$ cat src/rtl/tracklet_pkg.sv
// Shared types and constants for the tracklet projection sequencer:
// FSM state encoding, default pipeline latencies and derived drain/depth values.
package tracklet_pkg;

   localparam int DEF_ADDR_W    = 9;
   localparam int DEF_CALC_LAT  = 6;
   localparam int DEF_ROUTE_LAT = 6;

   // A drain covers the memory read cycle plus the downstream stage latency.
   function automatic int drain_len(input int lat);
      return lat + 1;
   endfunction

   localparam int CALC_DRAIN_LEN  = DEF_CALC_LAT + 1;
   localparam int ROUTE_DRAIN_LEN = DEF_ROUTE_LAT + 1;
   localparam int DEPTH           = 1 << DEF_ADDR_W;

   typedef enum logic [2:0] {
      S_IDLE        = 3'd0,
      S_CALC        = 3'd1,
      S_CALC_DRAIN  = 3'd2,
      S_ROUTE       = 3'd3,
      S_ROUTE_DRAIN = 3'd4,
      S_DONE        = 3'd5
   } state_t;

endpackage

$ cat src/rtl/tracklet_proc_sequencer_addr_sweep.sv
// Loadable count-up address generator: a start pulse sweeps 0..length-1 with
// valid high, after which the last address is held with valid low.
module addr_sweep #(
   parameter int ADDR_W = 9
) (
   input  logic              clk,
   input  logic              reset,
   input  logic              start,
   input  logic [ADDR_W:0]   length,
   output logic [ADDR_W-1:0] addr,
   output logic              valid,
   output logic              last
);

   localparam logic [ADDR_W:0]   LEN_ONE  = {{ADDR_W{1'b0}}, 1'b1};
   localparam logic [ADDR_W-1:0] ADDR_ONE = {{(ADDR_W-1){1'b0}}, 1'b1};

   logic [ADDR_W-1:0] addr_q, addr_d;
   logic [ADDR_W:0]   len_q, len_d;
   logic              valid_q, valid_d;

   assign last  = valid_q && ({1'b0, addr_q} == (len_q - LEN_ONE));
   assign addr  = addr_q;
   assign valid = valid_q;

   always_comb begin
      addr_d  = addr_q;
      len_d   = len_q;
      valid_d = valid_q;
      if (start) begin
         len_d   = length;
         valid_d = (length != '0);
         // An empty sweep leaves the previous address visible.
         if (length != '0) begin
            addr_d = '0;
         end
      end else if (valid_q) begin
         if (last) begin
            valid_d = 1'b0;
         end else begin
            addr_d = addr_q + ADDR_ONE;
         end
      end
   end

   always_ff @(posedge clk) begin
      if (reset) begin
         addr_q  <= '0;
         len_q   <= '0;
         valid_q <= 1'b0;
      end else begin
         addr_q  <= addr_d;
         len_q   <= len_d;
         valid_q <= valid_d;
      end
   end

endmodule

$ cat src/rtl/tracklet_proc_sequencer.sv
// Per-event sequencer: sweeps tracklet reads into projection calculation, counts
// the projections written, then sweeps projection reads into VM routing.
import tracklet_pkg::*;

module tracklet_proc_sequencer #(
   parameter int ADDR_W    = DEF_ADDR_W,
   parameter int CALC_LAT  = DEF_CALC_LAT,
   parameter int ROUTE_LAT = DEF_ROUTE_LAT
) (
   input  logic              clk,
   input  logic              reset,
   input  logic              en_proc,
   input  logic [ADDR_W:0]   n_tracklets,
   input  logic              calc_wr_en,
   output logic [ADDR_W-1:0] read_tracklet,
   output logic              trk_valid,
   output logic [ADDR_W-1:0] read_projection,
   output logic              proj_valid,
   output logic [ADDR_W:0]   n_proj,
   output logic              overflow,
   output logic              busy,
   output logic              done,
   output logic [2:0]        dbg_state
);

   localparam int C_DRAIN   = drain_len(CALC_LAT);
   localparam int R_DRAIN   = drain_len(ROUTE_LAT);
   localparam int MAX_DRAIN = (C_DRAIN > R_DRAIN) ? C_DRAIN : R_DRAIN;
   localparam int DRAIN_W   = $clog2(MAX_DRAIN + 1);

   localparam logic [DRAIN_W-1:0] CALC_LAST  = DRAIN_W'(C_DRAIN - 1);
   localparam logic [DRAIN_W-1:0] ROUTE_LAST = DRAIN_W'(R_DRAIN - 1);
   localparam logic [DRAIN_W-1:0] DRAIN_ONE  = DRAIN_W'(1);
   localparam logic [ADDR_W:0]    DEPTH_L    = {1'b1, {ADDR_W{1'b0}}};
   localparam logic [ADDR_W:0]    CNT_ONE    = {{ADDR_W{1'b0}}, 1'b1};

   state_t             state_q, state_d;
   logic [DRAIN_W-1:0] drain_q, drain_d;
   logic [ADDR_W:0]    n_proj_q, n_proj_d;
   logic               ovf_q, ovf_d;
   logic               busy_q, done_q;

   logic               trk_start, proj_start;
   logic               trk_last, proj_last;
   logic [ADDR_W:0]    trk_len;

   assign trk_len = (n_tracklets > DEPTH_L) ? DEPTH_L : n_tracklets;

   addr_sweep #(.ADDR_W(ADDR_W)) u_trk_sweep (
      .clk    (clk),
      .reset  (reset),
      .start  (trk_start),
      .length (trk_len),
      .addr   (read_tracklet),
      .valid  (trk_valid),
      .last   (trk_last)
   );

   // The projection sweep length includes a strobe arriving in the last drain cycle.
   addr_sweep #(.ADDR_W(ADDR_W)) u_proj_sweep (
      .clk    (clk),
      .reset  (reset),
      .start  (proj_start),
      .length (n_proj_d),
      .addr   (read_projection),
      .valid  (proj_valid),
      .last   (proj_last)
   );

   always_comb begin
      state_d    = state_q;
      drain_d    = drain_q;
      n_proj_d   = n_proj_q;
      ovf_d      = ovf_q;
      trk_start  = 1'b0;
      proj_start = 1'b0;

      if ((state_q == S_CALC || state_q == S_CALC_DRAIN) && calc_wr_en) begin
         if (n_proj_q == DEPTH_L) begin
            ovf_d = 1'b1;
         end else begin
            n_proj_d = n_proj_q + CNT_ONE;
         end
      end

      case (state_q)
         S_IDLE: begin
            if (en_proc) begin
               state_d   = S_CALC;
               trk_start = 1'b1;
               n_proj_d  = '0;
               ovf_d     = 1'b0;
            end
         end
         S_CALC: begin
            // An empty event never raises trk_valid, so CALC lasts one cycle.
            if (!trk_valid || trk_last) begin
               state_d = S_CALC_DRAIN;
               drain_d = '0;
            end
         end
         S_CALC_DRAIN: begin
            if (drain_q == CALC_LAST) begin
               if (n_proj_d != '0) begin
                  state_d    = S_ROUTE;
                  proj_start = 1'b1;
               end else begin
                  state_d = S_DONE;
               end
            end else begin
               drain_d = drain_q + DRAIN_ONE;
            end
         end
         S_ROUTE: begin
            if (proj_last) begin
               state_d = S_ROUTE_DRAIN;
               drain_d = '0;
            end
         end
         S_ROUTE_DRAIN: begin
            if (drain_q == ROUTE_LAST) begin
               state_d = S_DONE;
            end else begin
               drain_d = drain_q + DRAIN_ONE;
            end
         end
         S_DONE: begin
            state_d = S_IDLE;
         end
         default: begin
            state_d = S_IDLE;
         end
      endcase
   end

   always_ff @(posedge clk) begin
      if (reset) begin
         state_q  <= S_IDLE;
         drain_q  <= '0;
         n_proj_q <= '0;
         ovf_q    <= 1'b0;
         busy_q   <= 1'b0;
         done_q   <= 1'b0;
      end else begin
         state_q  <= state_d;
         drain_q  <= drain_d;
         n_proj_q <= n_proj_d;
         ovf_q    <= ovf_d;
         busy_q   <= (state_d != S_IDLE);
         done_q   <= (state_d == S_DONE);
      end
   end

   assign n_proj    = n_proj_q;
   assign overflow  = ovf_q;
   assign busy      = busy_q;
   assign done      = done_q;
   assign dbg_state = state_q;

endmodule

$ cat config.mk
export PLATFORM = sky130hd
export DESIGN_NAME = tracklet_proc_sequencer
export DESIGN_NICKNAME = d
export VERILOG_FILES = /design/src/rtl/tracklet_pkg.sv /design/src/rtl/tracklet_proc_sequencer_addr_sweep.sv /design/src/rtl/tracklet_proc_sequencer.sv
export SDC_FILE = /design/constraint.sdc
export NUM_CORES = 1
export LEC_CHECK = 0
export ABC_AREA = 1
export CAP_MARGIN = 20
export CELL_PAD_IN_SITES_DETAIL_PLACEMENT = 1
export CELL_PAD_IN_SITES_GLOBAL_PLACEMENT = 1
export CORE_MARGIN = 2
export CORE_UTILIZATION = 39
export DETAILED_ROUTE_END_ITERATION = 12
export GPL_TIMING_DRIVEN = 1
export PLACE_DENSITY = 0.91
export REMOVE_ABC_BUFFERS = 1
export SLEW_MARGIN = 40
export SYNTH_ARGS = -nofsm -noshare
export SYNTH_HDL_FRONTEND = slang
export SYNTH_HIERARCHICAL = 1
export SYNTH_SLANG_ARGS = --single-unit
$ cat constraint.sdc
create_clock -name clk -period 3.3 [get_ports clk]
set_clock_uncertainty 0.05 [all_clocks]
set_input_delay 0.495 -clock clk [delete_from_list [all_inputs] [get_ports clk]]
set_output_delay 0.495 -clock clk [all_outputs]
set_load 0.02 [all_outputs]
Yosys cells after proc, flatten, opt, wreduce, memory -nomap -nowiden
Index checks and enable logic that the tools add are counted.
W data, S select, Z words.
Storage, ports and cells
  bits in registers: 59
  output and inout port bits: 36
  input port bits: 14
  logic and storage cells: 92
Cells by class
  equal/unequal tests: 16
  $add $sub $neg: 6
  $lt $le $gt $ge: 1
  muxes and demuxes: 39
  reduce and logical (&&, ||, !) cells: 18
Operators with widths (number)
  $mux W9: 8
  $mux W10: 5
  $reduce_bool A10 Y1: 3
  $mux W3: 9
  $eq A9 B10 Y1: 2
  $sub A10 B1 Y10 const B: 2
  $add A9 B1 Y9 const B: 2
  $mux W1: 15
  $pmux W3 S5: 1
  $add A10 B1 Y10 const B: 1
  $eq A10 B10 Y1 const B: 1
  $gt A10 B10 Y1 const B: 1
  $eq A3 B3 Y1 const B: 3
  $pmux W3 S3: 1
  $ne A2 B2 Y1 const B: 4
  $eq A3 B2 Y1 const B: 2
  $ne A2 B1 Y1 const B: 3
  $reduce_and A3 Y1: 2
  $reduce_bool A3 Y1: 2
  $reduce_and A4 Y1: 1
  $reduce_bool A2 Y1: 2
  $add A3 B1 Y3 const B: 1
  $eq A3 B1 Y1 const B: 1
  $logic_and A1 B1 Y1: 3
  4 further kinds: 5

Longest topological paths before layout
  word-level depth: 10
  gate-level depth with buffers: 20

By module
Netlist, hierarchy kept.
Modules (own cells, without submodules)
  tracklet_proc_sequencer: cells an instance 231, times used 1, area each 1397.6 sq um
  addr_sweep (u_proj_sweep): cells an instance 211, times used 1, area each 1348.8 sq um
  addr_sweep (u_trk_sweep): cells an instance 211, times used 1, area each 1346.3 sq um

Worst setup path before layout
Ideal clock, no wire load.
  path type: flip-flop to flip-flop
  start point: register n_proj_q[0] (netlist: n_proj[0])
  end point: register u_proj_sweep.addr_q[2] (netlist: u_proj_sweep/addr[2])
  arrival time: 2.376 ns
  required time: 3.180 ns
  library setup time: 0.070 ns
  stages on the path, launching flop included: 21
  period minus slack after synthesis: 2.496 ns
  slack: 0.804 ns
  buffers on the path: 0
  cells stage by stage: dfxtp_1 -> inv_1 -> ha_1 -> nand2_1 -> nor2_1 -> nand3_1 -> nand2_2 -> nand2_1 -> nand2_1 -> nor2_2 -> nand2_1 -> nor2_4 -> nand2_1 -> nand3_1 -> inv_1 -> nor2_1 -> inv_1 -> o21bai_4 -> nand2_2 -> nand2_1 -> a21oi_1
On the way
  word-level cells in the longest chain between the ends: 9
  elaborated cells between the ends (all ways): 16
  classes of those cells: add/sub: 1; eq/ne: 3; mux: 8; reduce/logical: 4
Ends and longest elaborated chain
  from (decl): line tracklet_proc_sequencer.sv:39  | logic [ADDR_W:0] n_proj_q, n_proj_d;
  from (signal assigned): line tracklet_proc_sequencer.sv:147  | n_proj_q <= n_proj_d;
  $add A10 B1 Y10 / $eq A10 B10 Y1 (equally long branches): line tracklet_proc_sequencer.sv:82, tracklet_proc_sequencer.sv:79
  $mux W10: line tracklet_proc_sequencer.sv:79  | if (n_proj_q == DEPTH_L) begin
  $mux W10 *: line tracklet_proc_sequencer.sv:78  | if ((state_q == S_CALC || state_q == S_CALC_DRAIN) && calc_wr_en) begin
  $reduce_bool A10 Y1 *: line tracklet_proc_sequencer.sv:104  | if (n_proj_d != '0) begin
  $mux W1 *: line tracklet_proc_sequencer.sv:104
  $mux W1 *: line tracklet_proc_sequencer.sv:103  | if (drain_q == CALC_LAST) begin
  $mux W1 *: line tracklet_proc_sequencer.sv:86  | case (state_q)
  via proj_start: line tracklet_proc_sequencer.sv:43  | logic trk_start, proj_start;
  $ne A2 B1 Y1 (no source line) (tied with other cells)
  $reduce_and A3 Y1 (no source line)
  to (signal assigned): line tracklet_proc_sequencer_addr_sweep.sv:52  | addr_q <= addr_d;
  to (decl): line tracklet_proc_sequencer_addr_sweep.sv:18  | logic [ADDR_W-1:0] addr_q, addr_d;
The timed path passes the listed nets; every way through them passes the cells marked *.
A chain may end at the register's enable or synchronous reset.

Final worst setup path
  start point: register u_proj_sweep.len_q[0]
  end point: register drain_q[2]
On the way
  word-level cells in the longest chain between the ends: 5
Ends and longest elaborated chain
  from (decl): line tracklet_proc_sequencer_addr_sweep.sv:19  | logic [ADDR_W:0] len_q, len_d;
  from (signal assigned): line tracklet_proc_sequencer_addr_sweep.sv:53  | len_q <= len_d;
  $sub A10 B1 Y10: line tracklet_proc_sequencer_addr_sweep.sv:22  | assign last = valid_q && ({1'b0, addr_q} == (len_q - LEN_ONE));
  $eq A9 B10 Y1: line tracklet_proc_sequencer_addr_sweep.sv:22
  $logic_and A1 B1 Y1: line tracklet_proc_sequencer_addr_sweep.sv:22
  via proj_last: line tracklet_proc_sequencer.sv:44  | logic trk_last, proj_last;
  $ne A2 B2 Y1 (no source line)
  $reduce_and A4 Y1 (no source line)
  to (signal assigned): line tracklet_proc_sequencer.sv:146  | drain_q <= drain_d;
  to (decl): line tracklet_proc_sequencer.sv:38  | logic [DRAIN_W-1:0] drain_q, drain_d;
The timed path passes the listed nets, and every way through them passes these cells.

==> summary.md <==
| Metric | Value |
|---|---|
| Total track usage | `0.227` |
| Min-Delay Path Class | `reg -> reg` |
| Post-Syn Instances | `653` |
| Path depth of the worst reg2reg path | `16` |
| Net Sw Frac | `0.306` |
| F_max | `342 MHz` |
| Ports | `50` |
| CP endpoint kind | `flop` |
| Die Y-Extent | `106 µm` |
| Seq/Total Area, Yosys | `0.289` |
| Crit path arrival time | `3.14 ns` |
| CP max stage delay | `0.37 ns` |
| Layout cells sized above 1 | `0.127` |
| Post-detail-place hpwl | `9610 µm` |
| Top Family by Delay on Critical Path | `simple AND/OR/NAND/NOR gates` |
| Antenna Violating Nets Remaining | `0` |
| Internal | `1.33 mW` |
| Synthesized cell area | `0.00409 mm²` |
| Worst Tran Pin Value | `0.767 ns` |
| Nets | `724` |
| Final hold viol count | `0` |
| Largest net degree at the start of global routing | `17` |
| Wire length of the first global-routing pass | `20700 µm` |
| TritonCTS buffer count | `9` |
| Slowest cell on crit path | `dfxtp_1` |
| Critical Path Fanout Max | `5` |
| Post-CTS Setup Inserts | `0` |
| Slew margin rel. | `0.487` |
| CP required | `3.52 ns` |
| Drt initial violations | `182` |
| Worst Setup Slack, final | `0.380 ns` |
| Final setup viols | `0` |
| Vias per cell | `5.03` |
| Die area | `0.0113 mm²` |
| Hold bufs inserted after CTS | `0` |
| CP cell instances | `inv_2, ha_1, inv_1, nand2_1, nand3_1, nand3_2, nor3_1, nand4_1, nor2_1, inv_1, nand2_1, o31ai_1, nor2_1, o21ai_0, nand3b_1, a21oi_1` |
| Starting Density | `0.398` |
| Gpl congestion | `0.849` |
| DR vias | `4241` |
| Stages on worst setup path | `16` |
| Initial antenna violation count | `0` |
| Drt first pass iters | `4` |
| Clk sink count | `59` |
| Flop2flop setup slack | `0.38 ns` |
| Seq cells post-synth | `59` |
| Logic pwr share | `0.196` |
| CP Launch Type | `flop` |
| Clock slew at reported path FFs | `0.08 ns` |
| Die width | `106 µm` |
| Antenna cells | `0` |
| Seq pwr share | `0.399` |
| CORE AREA | `0.0103 mm²` |
| Distinct cells, synth | `38` |
| TritonCTS clock tree | `yes` |
| Post-CTS sizing | `0` |
| Layout area overhead | `20.8%` |
| Unrepaired setup endpoints after global routing | `false` |
| Final WL | `12400 µm` |
| Rows | `37` |
| Clock root buffer | `clkbuf_8` |
| # port buffers | `49` |
| Routed WL per cell | `14.7 µm` |
| Ys Warns | `6` |
| Clock network fraction of total power | `0.405` |
| Place WS | `0.274 ns` |
| Hold path cells | `2` |
| Fin crit share | `0.885` |
| DRC | `0` |
| H-tree Lvls | `3` |
| Net switching power | `0.586 mW` |
| Crit path from | `u_proj_sweep/len_q[0]` |
| Crit path capture | `drain_q[2]` |
| Standby leakage power | `2.21 nW` |
| Final Core Density | `0.481` |
| Clk_lat worst skew | `0.34 ns` |
| Final setup TNS | `0 ns` |
| Reg-to-Reg End | `drain_q[2]` |
| Peak supply drop | `0.203 mV` |
| Worst Path Class, Setup | `reg -> reg` |
| Status | `complete, no violations` |
| Vias in the first global route | `4483` |
| Avg Inst Size Synth | `6.27 µm²` |
| Max-cap violations | `0` |
| Pwr/cell area | `388 mW/mm²` |
| Clock tree buffer depth | `2` |
| Total gr overflow | `0` |
| Total power | `1.92 mW` |
| Minimum clock period after layout | `2.92 ns` |
| Worst reg2reg startpoint | `u_proj_sweep/len_q[0]` |
| Max Slew Vio Count | `0` |
| Bufs and invs on worst path | `3` |
## layout by cell type, fill, tap and decap left out, types with 11 or more instances in the layout
master	netlist	final
clkdlybuf4s50_1	0	49
clkbuf_8	0	11
nand3_1	43	43
xor2_1	17	17
dfxtp_1	59	59
nor2_1	79	79
inv_1	104	104
nand2_2	19	19
o21ai_0	24	24
nand2_1	154	154
nand4_1	11	11
a21oi_1	43	43
nor2_2	18	18
## registers in the layout (all words and copies together) (netlist names)
name	count
u_trk_sweep/valid	1
u_proj_sweep/addr	9
busy	1
u_proj_sweep/valid	1
overflow	1
u_proj_sweep/len_q	10
drain_q	3
dbg_state	3
u_trk_sweep/addr	9
n_proj	10
done	1
u_trk_sweep/len_q	10
## per-layer routing
metal,vias up,track usage,part of all wire
met5,-,0,0
met4,0,0.0788,0.014
met3,18,0.0325,0.035
met2,74,0.429,0.53
met1,2022,0.257,0.42
li1,2127,-,-
## synthesized netlist by cell type (all sizes together)
library cell  instances  area [µm²]
clkbuf                9        33.8
a211oi                1        7.51
nor2                101         454
buf                   6        33.8
nand3b                3        22.5
nand2               175         719
o31ai                 1        7.51
a21boi                1        7.51
o31a                  1        8.76
o21a                  1        7.51
nor3                  5        30.0
dfxtp                59        1180
o21bai                2        37.5
xor2                 17         149
nor4                  2        12.5
a21oi                46         249
ha                    8         100
and2                  4        27.5
o21ai                32         171
inv                 112         420
nand4                12        81.3
nand3                51         295
xnor2                 4        35.0
## metrics by stage
step                      std cells  hold WS, ns  cell area [µm²]
after floorplan                 638        0.399             4030
after global placement          827        0.411             4720
after detailed placement        827        0.422             4720
after CTS                       843        0.431             4940
after global routing            843        0.454             4940
final                           843        0.431             4940
## tightest hold or removal path, cell delays in order (launching register included)
cell	delay [ns]
dfxtp_1	0.31
inv_1	0.07
a21oi_1	0.06
## layout make-up
type                    count  area (µm²)
fillers                  1410        5330
clock buffers              12         155
inverters                 112         420
flip-flops and latches     59        1180
well taps                 136         170
repair buffers             53         520
multi-input cells         467        2420
clock inverters             4        72.6
## how the worst min path moves through the flow
stage	start	to
finish	u_trk_sweep/len_q[9]	u_trk_sweep/len_q[9]
global route	u_trk_sweep/len_q[9]	u_trk_sweep/len_q[9]
CTS	u_trk_sweep/len_q[9]	u_trk_sweep/len_q[9]
detailed placement	u_trk_sweep/len_q[9]	u_trk_sweep/len_q[9]
global placement	overflow	overflow
floorplan	u_proj_sweep/len_q[9]	u_proj_sweep/len_q[9]
## power groups by stage
stage                     registers [mW]  clock network [mW]  logic (mW)
final                              0.765               0.777       0.375
after global routing               0.769               0.815       0.420
after CTS                          0.765               0.792       0.377
after detailed placement           0.781                   0       0.374
after global placement             0.779                   0       0.351
after floorplan                    0.786                   0       0.247
## logic make-up after synthesis
group           Yosys count  share of synthesized area
compound gates           85                      0.121
buf+inv                 127                      0.119
flops                    59                      0.289
xor+xnor                 21                     0.0449
fa+ha+maj                 8                     0.0245
simple gates            353                      0.401
(Power assumes the default switching activity.)
